`config.mk`:
```
export PLATFORM = sky130hd
export DESIGN_NAME = mem_arbiter_flat
export DESIGN_NICKNAME = d
export VERILOG_FILES = /design/src/rtl/mem_arbiter_pkg.sv /design/src/rtl/mem_arbiter_if.sv /design/src/rtl/mem_arbiter_rr_pick2.sv /design/src/rtl/mem_arbiter.sv /design/src/flat_wrapper.sv
export SDC_FILE = /design/constraint.sdc
export NUM_CORES = 1
export LEC_CHECK = 0
export ABC_AREA = 1
export CAP_MARGIN = 10
export CORE_ASPECT_RATIO = 0.6
export CORE_MARGIN = 3
export CORE_UTILIZATION = 40
export CTS_CLUSTER_DIAMETER = 100
export CTS_CLUSTER_SIZE = 10
export DETAILED_ROUTE_END_ITERATION = 6
export GPL_ROUTABILITY_DRIVEN = 0
export GPL_TIMING_DRIVEN = 0
export PLACE_DENSITY = 0.9
export SETUP_SLACK_MARGIN = 0.2
export SYNTH_ARGS = -nofsm -noshare
export SYNTH_HDL_FRONTEND = slang
export SYNTH_SLANG_ARGS = --single-unit
```
`constraint.sdc`:
```
create_clock -name clk -period 1.9 [get_ports clk]
set_input_delay 0.285 -clock clk [delete_from_list [all_inputs] [get_ports clk]]
set_output_delay 0.285 -clock clk [all_outputs]
set_load 0.01 [all_outputs]
```
`src/rtl/mem_arbiter_pkg.sv`:
```
// Shared types and constants for the unified-memory arbiter.
package arb_pkg;
  typedef enum logic [1:0] {IDLE, ISSUE, WAIT, RESP} state_t;

  localparam logic REQ_CORE    = 1'b0;
  localparam logic REQ_LOAD    = 1'b1;
  localparam int   MEM_LAT_MAX = 15;
  localparam int   CNT_W       = 4;
endpackage

```
`src/rtl/mem_arbiter_if.sv`:
```
// Requester, memory and status signals of the arbiter.
// slave = arbiter view; master = requesters plus memory.
interface mem_arbiter_if #(
  parameter int AW = 32,
  parameter int DW = 32
);
  logic          c_req, c_we, c_ready;
  logic [AW-1:0] c_adr;
  logic [DW-1:0] c_wdata, c_rdata;
  logic          l_req, l_we, l_ready;
  logic [AW-1:0] l_adr;
  logic [DW-1:0] l_wdata, l_rdata;
  logic          mem_en, mem_we;
  logic [AW-1:0] mem_adr;
  logic [DW-1:0] mem_wdata, mem_rdata;
  logic          busy, grant_id;

  modport slave (
    input  c_req, c_we, c_adr, c_wdata, l_req, l_we, l_adr, l_wdata, mem_rdata,
    output c_ready, c_rdata, l_ready, l_rdata, mem_en, mem_we, mem_adr, mem_wdata,
           busy, grant_id
  );

  modport master (
    output c_req, c_we, c_adr, c_wdata, l_req, l_we, l_adr, l_wdata, mem_rdata,
    input  c_ready, c_rdata, l_ready, l_rdata, mem_en, mem_we, mem_adr, mem_wdata,
           busy, grant_id
  );
endinterface

```
`src/rtl/mem_arbiter_rr_pick2.sv`:
```
// Two-way round-robin picker: a lone request wins, a tie goes to the
// requester that was not granted last.
module rr_pick2
  import arb_pkg::*;
(
  input  logic [1:0] req,
  input  logic       last,
  output logic       gnt_valid,
  output logic       gnt_id
);
  // Pick the winner from the request pair and the previous grant.
  always_comb begin
    gnt_valid = |req;
    gnt_id    = REQ_CORE;
    if (req == 2'b11)  gnt_id = ~last;
    else if (req[1])   gnt_id = REQ_LOAD;
  end
endmodule

```
`src/rtl/mem_arbiter.sv`:
```
// Shares the single-port unified memory between the core (id 0) and the
// loader/debug port (id 1). Each access runs IDLE -> ISSUE -> WAIT x MEM_LAT
// -> RESP; every output comes straight from a register.
module mem_arbiter
  import arb_pkg::*;
#(
  parameter int AW      = 32,
  parameter int DW      = 32,
  parameter int MEM_LAT = 1
) (
  input logic          clk,
  input logic          reset,
  mem_arbiter_if.slave bus
);
  if (MEM_LAT < 1 || MEM_LAT > MEM_LAT_MAX) begin : g_bad_lat
    $error("mem_arbiter: MEM_LAT out of range 1..15");
  end

  state_t        state_q;
  logic          last_q, gid_q, we_q;
  logic [AW-1:0] adr_q;
  logic [DW-1:0] wdata_q, c_rdata_q, l_rdata_q;
  logic [CNT_W-1:0] cnt_q;
  logic          mem_en_q, busy_q, c_ready_q, l_ready_q;
  logic          gnt_valid, gnt_id;

  rr_pick2 u_pick (
    .req       ({bus.l_req, bus.c_req}),
    .last      (last_q),
    .gnt_valid (gnt_valid),
    .gnt_id    (gnt_id)
  );

  // Access FSM; outputs are set from the state being entered so they are registered.
  always_ff @(posedge clk) begin
    if (!reset) begin
      state_q   <= IDLE;
      last_q    <= REQ_LOAD;
      gid_q     <= REQ_CORE;
      we_q      <= 1'b0;
      adr_q     <= '0;
      wdata_q   <= '0;
      cnt_q     <= '0;
      mem_en_q  <= 1'b0;
      busy_q    <= 1'b0;
      c_ready_q <= 1'b0;
      l_ready_q <= 1'b0;
      c_rdata_q <= '0;
      l_rdata_q <= '0;
    end else begin
      mem_en_q  <= 1'b0;
      c_ready_q <= 1'b0;
      l_ready_q <= 1'b0;
      unique case (state_q)
        IDLE: if (gnt_valid) begin
          gid_q    <= gnt_id;
          last_q   <= gnt_id;
          we_q     <= gnt_id ? bus.l_we    : bus.c_we;
          adr_q    <= gnt_id ? bus.l_adr   : bus.c_adr;
          wdata_q  <= gnt_id ? bus.l_wdata : bus.c_wdata;
          mem_en_q <= 1'b1;
          busy_q   <= 1'b1;
          state_q  <= ISSUE;
        end
        ISSUE: begin
          cnt_q   <= CNT_W'(MEM_LAT - 1);
          state_q <= WAIT;
        end
        WAIT: if (cnt_q == '0) begin
          // Read data is captured even on writes; the requester ignores it then.
          if (gid_q == REQ_LOAD) begin
            l_rdata_q <= bus.mem_rdata;
            l_ready_q <= 1'b1;
          end else begin
            c_rdata_q <= bus.mem_rdata;
            c_ready_q <= 1'b1;
          end
          state_q <= RESP;
        end else begin
          cnt_q <= cnt_q - 1'b1;
        end
        RESP: begin
          busy_q  <= 1'b0;
          state_q <= IDLE;
        end
        default: state_q <= IDLE;
      endcase
    end
  end

  // Counter only ever holds values reachable from its load, so it cannot wrap.
  a_cnt_no_underflow: assert property (@(posedge clk) disable iff (!reset)
    cnt_q <= CNT_W'(MEM_LAT - 1));

  assign bus.mem_en    = mem_en_q;
  assign bus.mem_we    = we_q;
  assign bus.mem_adr   = adr_q;
  assign bus.mem_wdata = wdata_q;
  assign bus.c_ready   = c_ready_q;
  assign bus.c_rdata   = c_rdata_q;
  assign bus.l_ready   = l_ready_q;
  assign bus.l_rdata   = l_rdata_q;
  assign bus.busy      = busy_q;
  assign bus.grant_id  = gid_q;
endmodule

```
`src/flat_wrapper.sv`:
```
// flat-port wrapper written by rule: the top's interface ports become plain ports
module mem_arbiter_flat import arb_pkg::*;
#(
  parameter int AW      = 32,
  parameter int DW      = 32,
  parameter int MEM_LAT = 1
)
  (clk, reset, bus_c_req, bus_c_we, bus_c_adr, bus_c_wdata, bus_l_req, bus_l_we, bus_l_adr, bus_l_wdata, bus_mem_rdata, bus_c_ready, bus_c_rdata, bus_l_ready, bus_l_rdata, bus_mem_en, bus_mem_we, bus_mem_adr, bus_mem_wdata, bus_busy, bus_grant_id);
  mem_arbiter_if #(.AW(AW), .DW(DW)) bus_i ();
  input logic clk;
  input logic reset;
  input wire logic [$bits(bus_i.c_req)-1:0] bus_c_req;
  input wire logic [$bits(bus_i.c_we)-1:0] bus_c_we;
  input wire logic [$bits(bus_i.c_adr)-1:0] bus_c_adr;
  input wire logic [$bits(bus_i.c_wdata)-1:0] bus_c_wdata;
  input wire logic [$bits(bus_i.l_req)-1:0] bus_l_req;
  input wire logic [$bits(bus_i.l_we)-1:0] bus_l_we;
  input wire logic [$bits(bus_i.l_adr)-1:0] bus_l_adr;
  input wire logic [$bits(bus_i.l_wdata)-1:0] bus_l_wdata;
  input wire logic [$bits(bus_i.mem_rdata)-1:0] bus_mem_rdata;
  output wire logic [$bits(bus_i.c_ready)-1:0] bus_c_ready;
  output wire logic [$bits(bus_i.c_rdata)-1:0] bus_c_rdata;
  output wire logic [$bits(bus_i.l_ready)-1:0] bus_l_ready;
  output wire logic [$bits(bus_i.l_rdata)-1:0] bus_l_rdata;
  output wire logic [$bits(bus_i.mem_en)-1:0] bus_mem_en;
  output wire logic [$bits(bus_i.mem_we)-1:0] bus_mem_we;
  output wire logic [$bits(bus_i.mem_adr)-1:0] bus_mem_adr;
  output wire logic [$bits(bus_i.mem_wdata)-1:0] bus_mem_wdata;
  output wire logic [$bits(bus_i.busy)-1:0] bus_busy;
  output wire logic [$bits(bus_i.grant_id)-1:0] bus_grant_id;
  assign bus_i.c_req = bus_c_req;
  assign bus_i.c_we = bus_c_we;
  assign bus_i.c_adr = bus_c_adr;
  assign bus_i.c_wdata = bus_c_wdata;
  assign bus_i.l_req = bus_l_req;
  assign bus_i.l_we = bus_l_we;
  assign bus_i.l_adr = bus_l_adr;
  assign bus_i.l_wdata = bus_l_wdata;
  assign bus_i.mem_rdata = bus_mem_rdata;
  assign bus_c_ready = bus_i.c_ready;
  assign bus_c_rdata = bus_i.c_rdata;
  assign bus_l_ready = bus_i.l_ready;
  assign bus_l_rdata = bus_i.l_rdata;
  assign bus_mem_en = bus_i.mem_en;
  assign bus_mem_we = bus_i.mem_we;
  assign bus_mem_adr = bus_i.mem_adr;
  assign bus_mem_wdata = bus_i.mem_wdata;
  assign bus_busy = bus_i.busy;
  assign bus_grant_id = bus_i.grant_id;
  mem_arbiter #(.AW(AW), .DW(DW), .MEM_LAT(MEM_LAT)) u_core (.clk(clk), .reset(reset), .bus(bus_i));
endmodule
```
==> results.json, run 1 <==
{
  "grt_max_degree": 17,
  "diodes": 0,
  "slowest_delay_ns": 0.56,
  "finalCritPeriodShare_pct": 85.2,
  "fin_util_pct": 69.6,
  "ys_seq_area_share_pct": 49.5,
  "cts.hold.buffers_added": 0,
  "fin_hold_ws_ns": 0.453,
  "fin_ws_ns": 0.281,
  "grt_pass1_wl_um": 31000,
  "post_route_cells_drive_above_1_share_pct": 7.86,
  "synth_seq_cells": 141,
  "critPathBufInv": 1,
  "cts_buffer_depth": 2,
  "grt_remaining_overflow": 0,
  "ys_warn_count": 0,
  "yosysMostFrequentCell": "nand2_1",
  "vias": 6417,
  "synth_fp_nets": 960,
  "place_area_mm2": 0.00894,
  "startpoint_type": "register",
  "nFillCells": 1143,
  "worstPathRequired_ns": 1.62,
  "placedCellCount": 1278,
  "io_pins": 300,
  "p_leak_nw": 3.75,
  "min_path_cells": 3,
  "ys_types": 23,
  "outcome": "completed",
  "drcViolationCount": 0,
  "reg2reg_to": "u_core.bus.mem_adr[7]$_SDFFE_PN0P_",
  "r2r_cells": 8,
  "syn_inst": 787,
  "fmax_mhz": 618,
  "finalSetupViolCount": 0,
  "multi_input_area_mm2": 0.00256,
  "cp_top_family": "buffers and inverters",
  "synth_area_leaders": "dfxtp_1, nand2_1, nor2_1",
  "synthArstFlopShare_pct": 0,
  "worst_pin_slew_ns": 0.530,
  "dr.pass1.iters": 5,
  "yosysTopAreaCell": "dfxtp_1",
  "hpwl_um": 15700,
  "netlist_area_mm2": 0.00570,
  "synth.avg_cell_area_um2": 7.25,
  "instances_no_fill": 1311,
  "r2r-start": "u_core.state_q[1]$_SDFFE_PN0P_",
  "r2r_setup_slack_ns": 0.30,
  "start_util_pct": 41.4,
  "drt_iter0_markers": 441,
  "top_usage_layer": "met2",
  "wire_per_inst_um": 15.4,
  "ir_worst_vdd_mv": 0.591,
  "io_buffer_count": 299,
  "relSlewSlack_pct": 64.7,
  "grt_use_total_pct": 24.4,
  "fin_skew_ns": 0.0116,
  "fin_tns_setup_ns": 0,
  "fin_nets": 1280,
  "cts_tree": "yes",
  "hold_viol_final": 0,
  "antenna_found_initial": 0,
  "synthToLayoutAreaGrowth_pct": 68.3,
  "fp.dieH_um": 98.5,
  "drtAntennaViolNets": 0,
  "finalInstanceArea_mm2": 0.00960,
  "die_area_mm2": 0.0158,
  "synth_edf_count": 0,
  "gr-usage-met3_pct": 8.86,
  "drv_cap": 0,
  "hold_start": "bus_mem_rdata[5]",
  "regArea_mm2": 0.00283,
  "critical_path_class": "reg -> out",
  "clock_sinks": 141,
  "total_power_mw": 12.6,
  "numCtsBuffers": 17,
  "yosysTopAreaCellShare_pct": 49.5,
  "cts.clk_slew.worst_paths_ns": 0.07,
  "synth_common_cells": "nand2_1, dfxtp_1, nor2_1",
  "drv_slew": 0,
  "rows": 33,
  "clock_tree.htree_level_count": 4,
  "wl_um": 20100,
  "cp_max_fo": 2,
  "grt_util_met1_pct": 30.2,
  "vias_per_cell": 4.89,
  "period_needed_ns": 1.62,
  "cp_slowest_cell": "clkdlybuf4s50_1",
  "cts_root_buffer": "clkbuf_16",
  "first_global_vias": 6019,
  "power.density_mw_per_mm2": 1320,
  "clk_latency_ns": 0.40,
  "dp_worst_setup_slack_ns": -0.127,
  "coreArea_mm2": 0.0138,
  "crit_chain": "clkdlybuf4s50_1",
  "hp-class": "in -> reg",
  "whs_endpoint": "u_core.bus.l_rdata[5]$_SDFFE_PN0P_",
  "dominantRegCellSynth": "dfxtp_1",
  "endpoint_kind": "output pin",
  "cp.arrival_ns": 1.33,
  "rsz0062_at_grt": "yes",
  "grtUsageMet2_pct": 40.3,
  "fp.dieW_um": 160
}
[power breakdown]
part	leakage [nW]	internal [mW]	total (mW)	switching, mW
clock network	0.258	1.71	3.10	1.39
registers	1.16	3.76	4.18	0.418
logic	2.33	2.67	5.35	2.69
[worst reg2reg max path, delay by kind of cell, from the launching register on]
family                   cells  cell delay [ns]
flip-flops                   1             0.37
adder cells (fa/ha/maj)      1             0.20
buffers and inverters        4             0.57
AND/OR/NAND/NOR              1             0.06
AO/OA/AOI/OAI                2             0.29
[logic make-up after synthesis]
kind of cell	share of synthesized area (%)
buf+inv	5.97
simple gates	25.0
fa+ha+maj	1.54
flops	49.5
compound gates	18.0
[flip-flops by register name (all words and copies together) (netlist names), 2 cells and up]
register / flops
u_core.bus.c_rdata: 32
u_core.bus.mem_adr: 32
u_core.bus.mem_wdata: 32
u_core.bus.l_rdata: 32
u_core.state_q: 2
u_core.cnt_q: 4
[metal layers]
| metal | wire [um] | vias up | share of wire (%) |
|---|---|---|---|
| met1 | 8620 | 2949 | 43 |
| met5 | 0 | - | 0 |
| met4 | 335 | 0 | 1.7 |
| li1 | - | 3195 | - |
| met3 | 1910 | 24 | 9.5 |
| met2 | 9270 | 249 | 46 |
[final cells by class]
type | instances | share of cell area [%]
plain buffers | 55 | 3.44
clock buffers | 17 | 4.43
clock inverters | 14 | 1.28
inverters | 15 | 0.625
multi-input cells | 576 | 26.7
flip-flops and latches | 141 | 29.4
well taps | 192 | 2.50
repair buffers | 301 | 31.6
[how the worst max path moves through the flow]
stage                                             startpoint                               endpoint  slack [ns]  cells after the start
after floorplan               u_core.state_q[0]$_SDFFE_PN0P_    u_core.bus.c_rdata[22]$_SDFFE_PN0P_        0.46                      8
after global placement                             bus_l_req  u_core.bus.mem_wdata[28]$_SDFFE_PN0P_       -0.11                      8
after detailed placement                           bus_c_req  u_core.bus.mem_wdata[28]$_SDFFE_PN0P_       -0.13                      8
after CTS                     u_core.state_q[0]$_SDFFE_PN0P_  u_core.bus.mem_wdata[28]$_SDFFE_PN0P_        0.20                      9
after global routing          u_core.state_q[1]$_SDFFE_PN0P_    u_core.bus.mem_adr[16]$_SDFFE_PN0P_        0.18                      8
final                     u_core.bus.c_rdata[4]$_SDFFE_PN0P_                         bus_c_rdata[4]        0.28                      1
[repair_timing]
action,CTS,global route
resized for setup,12,33
buffers inserted,1,0
cloned,0,1
setup endpoints to repair,79,111
endpoints found under the hold margin,0,0
[cells in the final DEF (no fill, tap or decap), drive strengths merged]
cell and instances:
buf 30, nand4 3, or2 1, clkinv 3, ha 7, inv 22, dfxtp 141, a21oi 104
nand2 214, clkdlybuf4s50 298, nand3 5, clkinvlp 4, dlygate4sd2 1, nor2 142, o21ai 100, clkbuf 44
(Power assumes the default switching activity.)
==> inputs of run 2 (changes only) <==
--- a/config.mk
+++ b/config.mk
@@ -7,9 +7,11 @@
 export LEC_CHECK = 0
 export ABC_AREA = 1
 export CAP_MARGIN = 10
+export CELL_PAD_IN_SITES_DETAIL_PLACEMENT = 0
+export CELL_PAD_IN_SITES_GLOBAL_PLACEMENT = 1
 export CORE_ASPECT_RATIO = 0.6
 export CORE_MARGIN = 3
-export CORE_UTILIZATION = 40
+export CORE_UTILIZATION = 27
 export CTS_CLUSTER_DIAMETER = 100
 export CTS_CLUSTER_SIZE = 10
 export DETAILED_ROUTE_END_ITERATION = 6
==> results.json, run 2 (synthesis results as in run 1) <==
{
  "outcome": "completed",
  "fin_nets": 1278,
  "fin_ws_ns": 0.288,
  "grt_pass1_wl_um": 34200,
  "whs_endpoint": "u_core.bus.l_rdata[24]$_SDFFE_PN0P_",
  "cp.arrival_ns": 1.33,
  "rsz0062_at_grt": "yes",
  "power.density_mw_per_mm2": 1330,
  "p_leak_nw": 3.75,
  "startpoint_type": "register",
  "cts_root_buffer": "clkbuf_16",
  "clock_tree.htree_level_count": 4,
  "worst_pin_slew_ns": 0.652,
  "cts_resized": 17,
  "r2r_cells": 7,
  "drt_iter0_markers": 282,
  "crit_chain": "clkdlybuf4s50_1",
  "cts_buffer_depth": 2,
  "layout_commonest_cell": "clkdlybuf4s50_1",
  "placedCellCount": 1359,
  "hpwl_um": 16700,
  "vias": 6270,
  "top_usage_layer": "met2",
  "reg2reg_to": "u_core.bus.mem_wdata[31]$_SDFFE_PN0P_",
  "internal_power_mw": 8.53,
  "post_route_cells_drive_above_1_share_pct": 7.52,
  "rows": 40,
  "fin_skew_ns": 0.00976,
  "combPwrFrac_pct": 40.8,
  "r2r-start": "u_core.state_q[1]$_SDFFE_PN0P_",
  "cp_max_fo": 2,
  "drv_cap": 0,
  "die_area_mm2": 0.0230,
  "numCtsBuffers": 17,
  "cp_slowest_cell": "clkdlybuf4s50_1",
  "finalSetupViolCount": 0,
  "drv_slew": 0,
  "grtUsageMet2_pct": 27.7,
  "dp_worst_setup_slack_ns": -0.215,
  "first_global_vias": 6164,
  "clkPwrFrac_pct": 26.9,
  "diodes": 0,
  "critPathBufInv": 1,
  "r2r_setup_slack_ns": 0.30,
  "io_buffer_count": 299,
  "fp.dieH_um": 119,
  "period_needed_ns": 1.61,
  "dr.pass1.iters": 4,
  "hp-class": "in -> reg",
  "fmax_mhz": 620,
  "antenna_found_initial": 0,
  "drtAntennaViolNets": 0,
  "wire_per_inst_um": 15.9,
  "post_cts_buffers": 0,
  "grt_max_degree": 17,
  "netSwitchingPower_mw": 4.44,
  "start_util_pct": 28.0,
  "drcViolationCount": 0,
  "grt_remaining_overflow": 0,
  "cts.clk_slew.worst_paths_ns": 0.06,
  "cp_top_family": "buffers and inverters",
  "gr-usage-met3_pct": 6.84,
  "coreArea_mm2": 0.0204,
  "io_pins": 300,
  "vias_per_cell": 4.51,
  "endpoint_kind": "output pin",
  "critical_path_class": "reg -> out",
  "p_sw_share_pct": 34.2,
  "finalCritPeriodShare_pct": 84.8,
  "relSlewSlack_pct": 56.5,
  "final_cell_mix": "clkdlybuf4s50_1, nand2_1, nor2_1, dfxtp_1, a21oi_1",
  "clock_sinks": 141,
  "cts_tree": "yes",
  "hold_viol_final": 0,
  "fp.dieW_um": 194,
  "synthToLayoutAreaGrowth_pct": 70.8,
  "wl_um": 22100,
  "grt_use_total_pct": 18.7,
  "slowest_delay_ns": 0.57,
  "instances_no_fill": 1390,
  "clk_latency_ns": 0.41,
  "worstPathRequired_ns": 1.62,
  "ir_worst_vdd_mv": 0.624,
  "min_path_cells": 3,
  "p_seq_share_pct": 32.3,
  "grt_util_met1_pct": 25.7,
  "hold_start": "bus_mem_rdata[24]",
  "cts.hold.buffers_added": 0
}
==> run 2: changes by cell type in the layout (fill, tap and decap cells not counted), sizes merged <==
cell,delta
inv,-8
clkbuf,+1
buf,+2
clkinv,+2
clkinvlp,-2
bufinv,+3
==> run 2: how the worst max path moves through the flow <==
| stage | slack (ns) | cells past startpoint | startpoint | endpoint |
|---|---|---|---|---|
| 2_1_floorplan | 0.46 | 8 | u_core.state_q[0]$_SDFFE_PN0P_ | u_core.bus.c_rdata[22]$_SDFFE_PN0P_ |
| 3_3_place_gp | -0.19 | 8 | bus_l_req | u_core.bus.mem_adr[23]$_SDFFE_PN0P_ |
| 3_5_place_dp | -0.21 | 8 | bus_l_req | u_core.bus.mem_adr[23]$_SDFFE_PN0P_ |
| 4_1_cts | 0.16 | 9 | u_core.state_q[0]$_SDFFE_PN0P_ | u_core.bus.mem_adr[23]$_SDFFE_PN0P_ |
| 5_1_grt | 0.20 | 9 | u_core.state_q[1]$_SDFFE_PN0P_ | u_core.bus.mem_adr[19]$_SDFFE_PN0P_ |
| 6_report | 0.29 | 1 | u_core.bus.mem_wdata[6]$_SDFFE_PN0P_ | bus_mem_wdata[6] |
==> run 2: power groups by stage <==
stage          logic, mW  clock network, mW  registers (mW)
2_1_floorplan       2.16                  0            4.54
3_3_place_gp        5.10                  0            4.19
3_5_place_dp        5.14                  0            4.23
4_1_cts             5.25               3.59            4.18
5_1_grt             5.81               3.72            4.28
6_report            5.29               3.49            4.19
==> run 2: metal layers <==
metal / share of wire, % / vias to the layer above
li1: - / 3169
met1: 48 / 2876
met2: 43 / 203
met3: 7.9 / 22
met4: 1.3 / 0
met5: 0 / -
==> run 2: metrics by stage <==
| step | hold slack [ns] | area [um2] | total power, mW | setup TNS, ns | util, % |
|---|---|---|---|---|---|
| 2_1_floorplan | 0.421 | 5700 | 6.70 | 0 | - |
| 6_report | 0.452 | 9740 | 13.0 | 0 | 47.8 |
| 3_5_place_dp | 0.454 | 9040 | 9.36 | -5.17 | 44.4 |
| 5_1_grt | 0.438 | 9740 | 13.8 | 0 | 47.8 |
| 3_3_place_gp | 0.451 | 9040 | 9.29 | -3.25 | 44.4 |
| 4_1_cts | 0.428 | 9690 | 13.0 | 0 | 47.6 |
==> run 2: worst register-to-register path, stage by stage, from the launching register on <==
cell,delay (ns)
dfxtp_2,0.35
inv_1,0.11
ha_2,0.23
o21ai_4,0.10
inv_4,0.11
clkbuf_1,0.37
o21ai_0,0.14
nor2_1,0.14
==> run 2: final cells by class <==
cell class	instances	area [um2]
fillers	2013	10600
repair buffers	299	2990
flip-flops and latches	141	2830
multi-input cells	576	2580
clock buffers	22	474
well taps	273	342
plain buffers	55	334
clock inverters	9	136
inverters	15	60.1
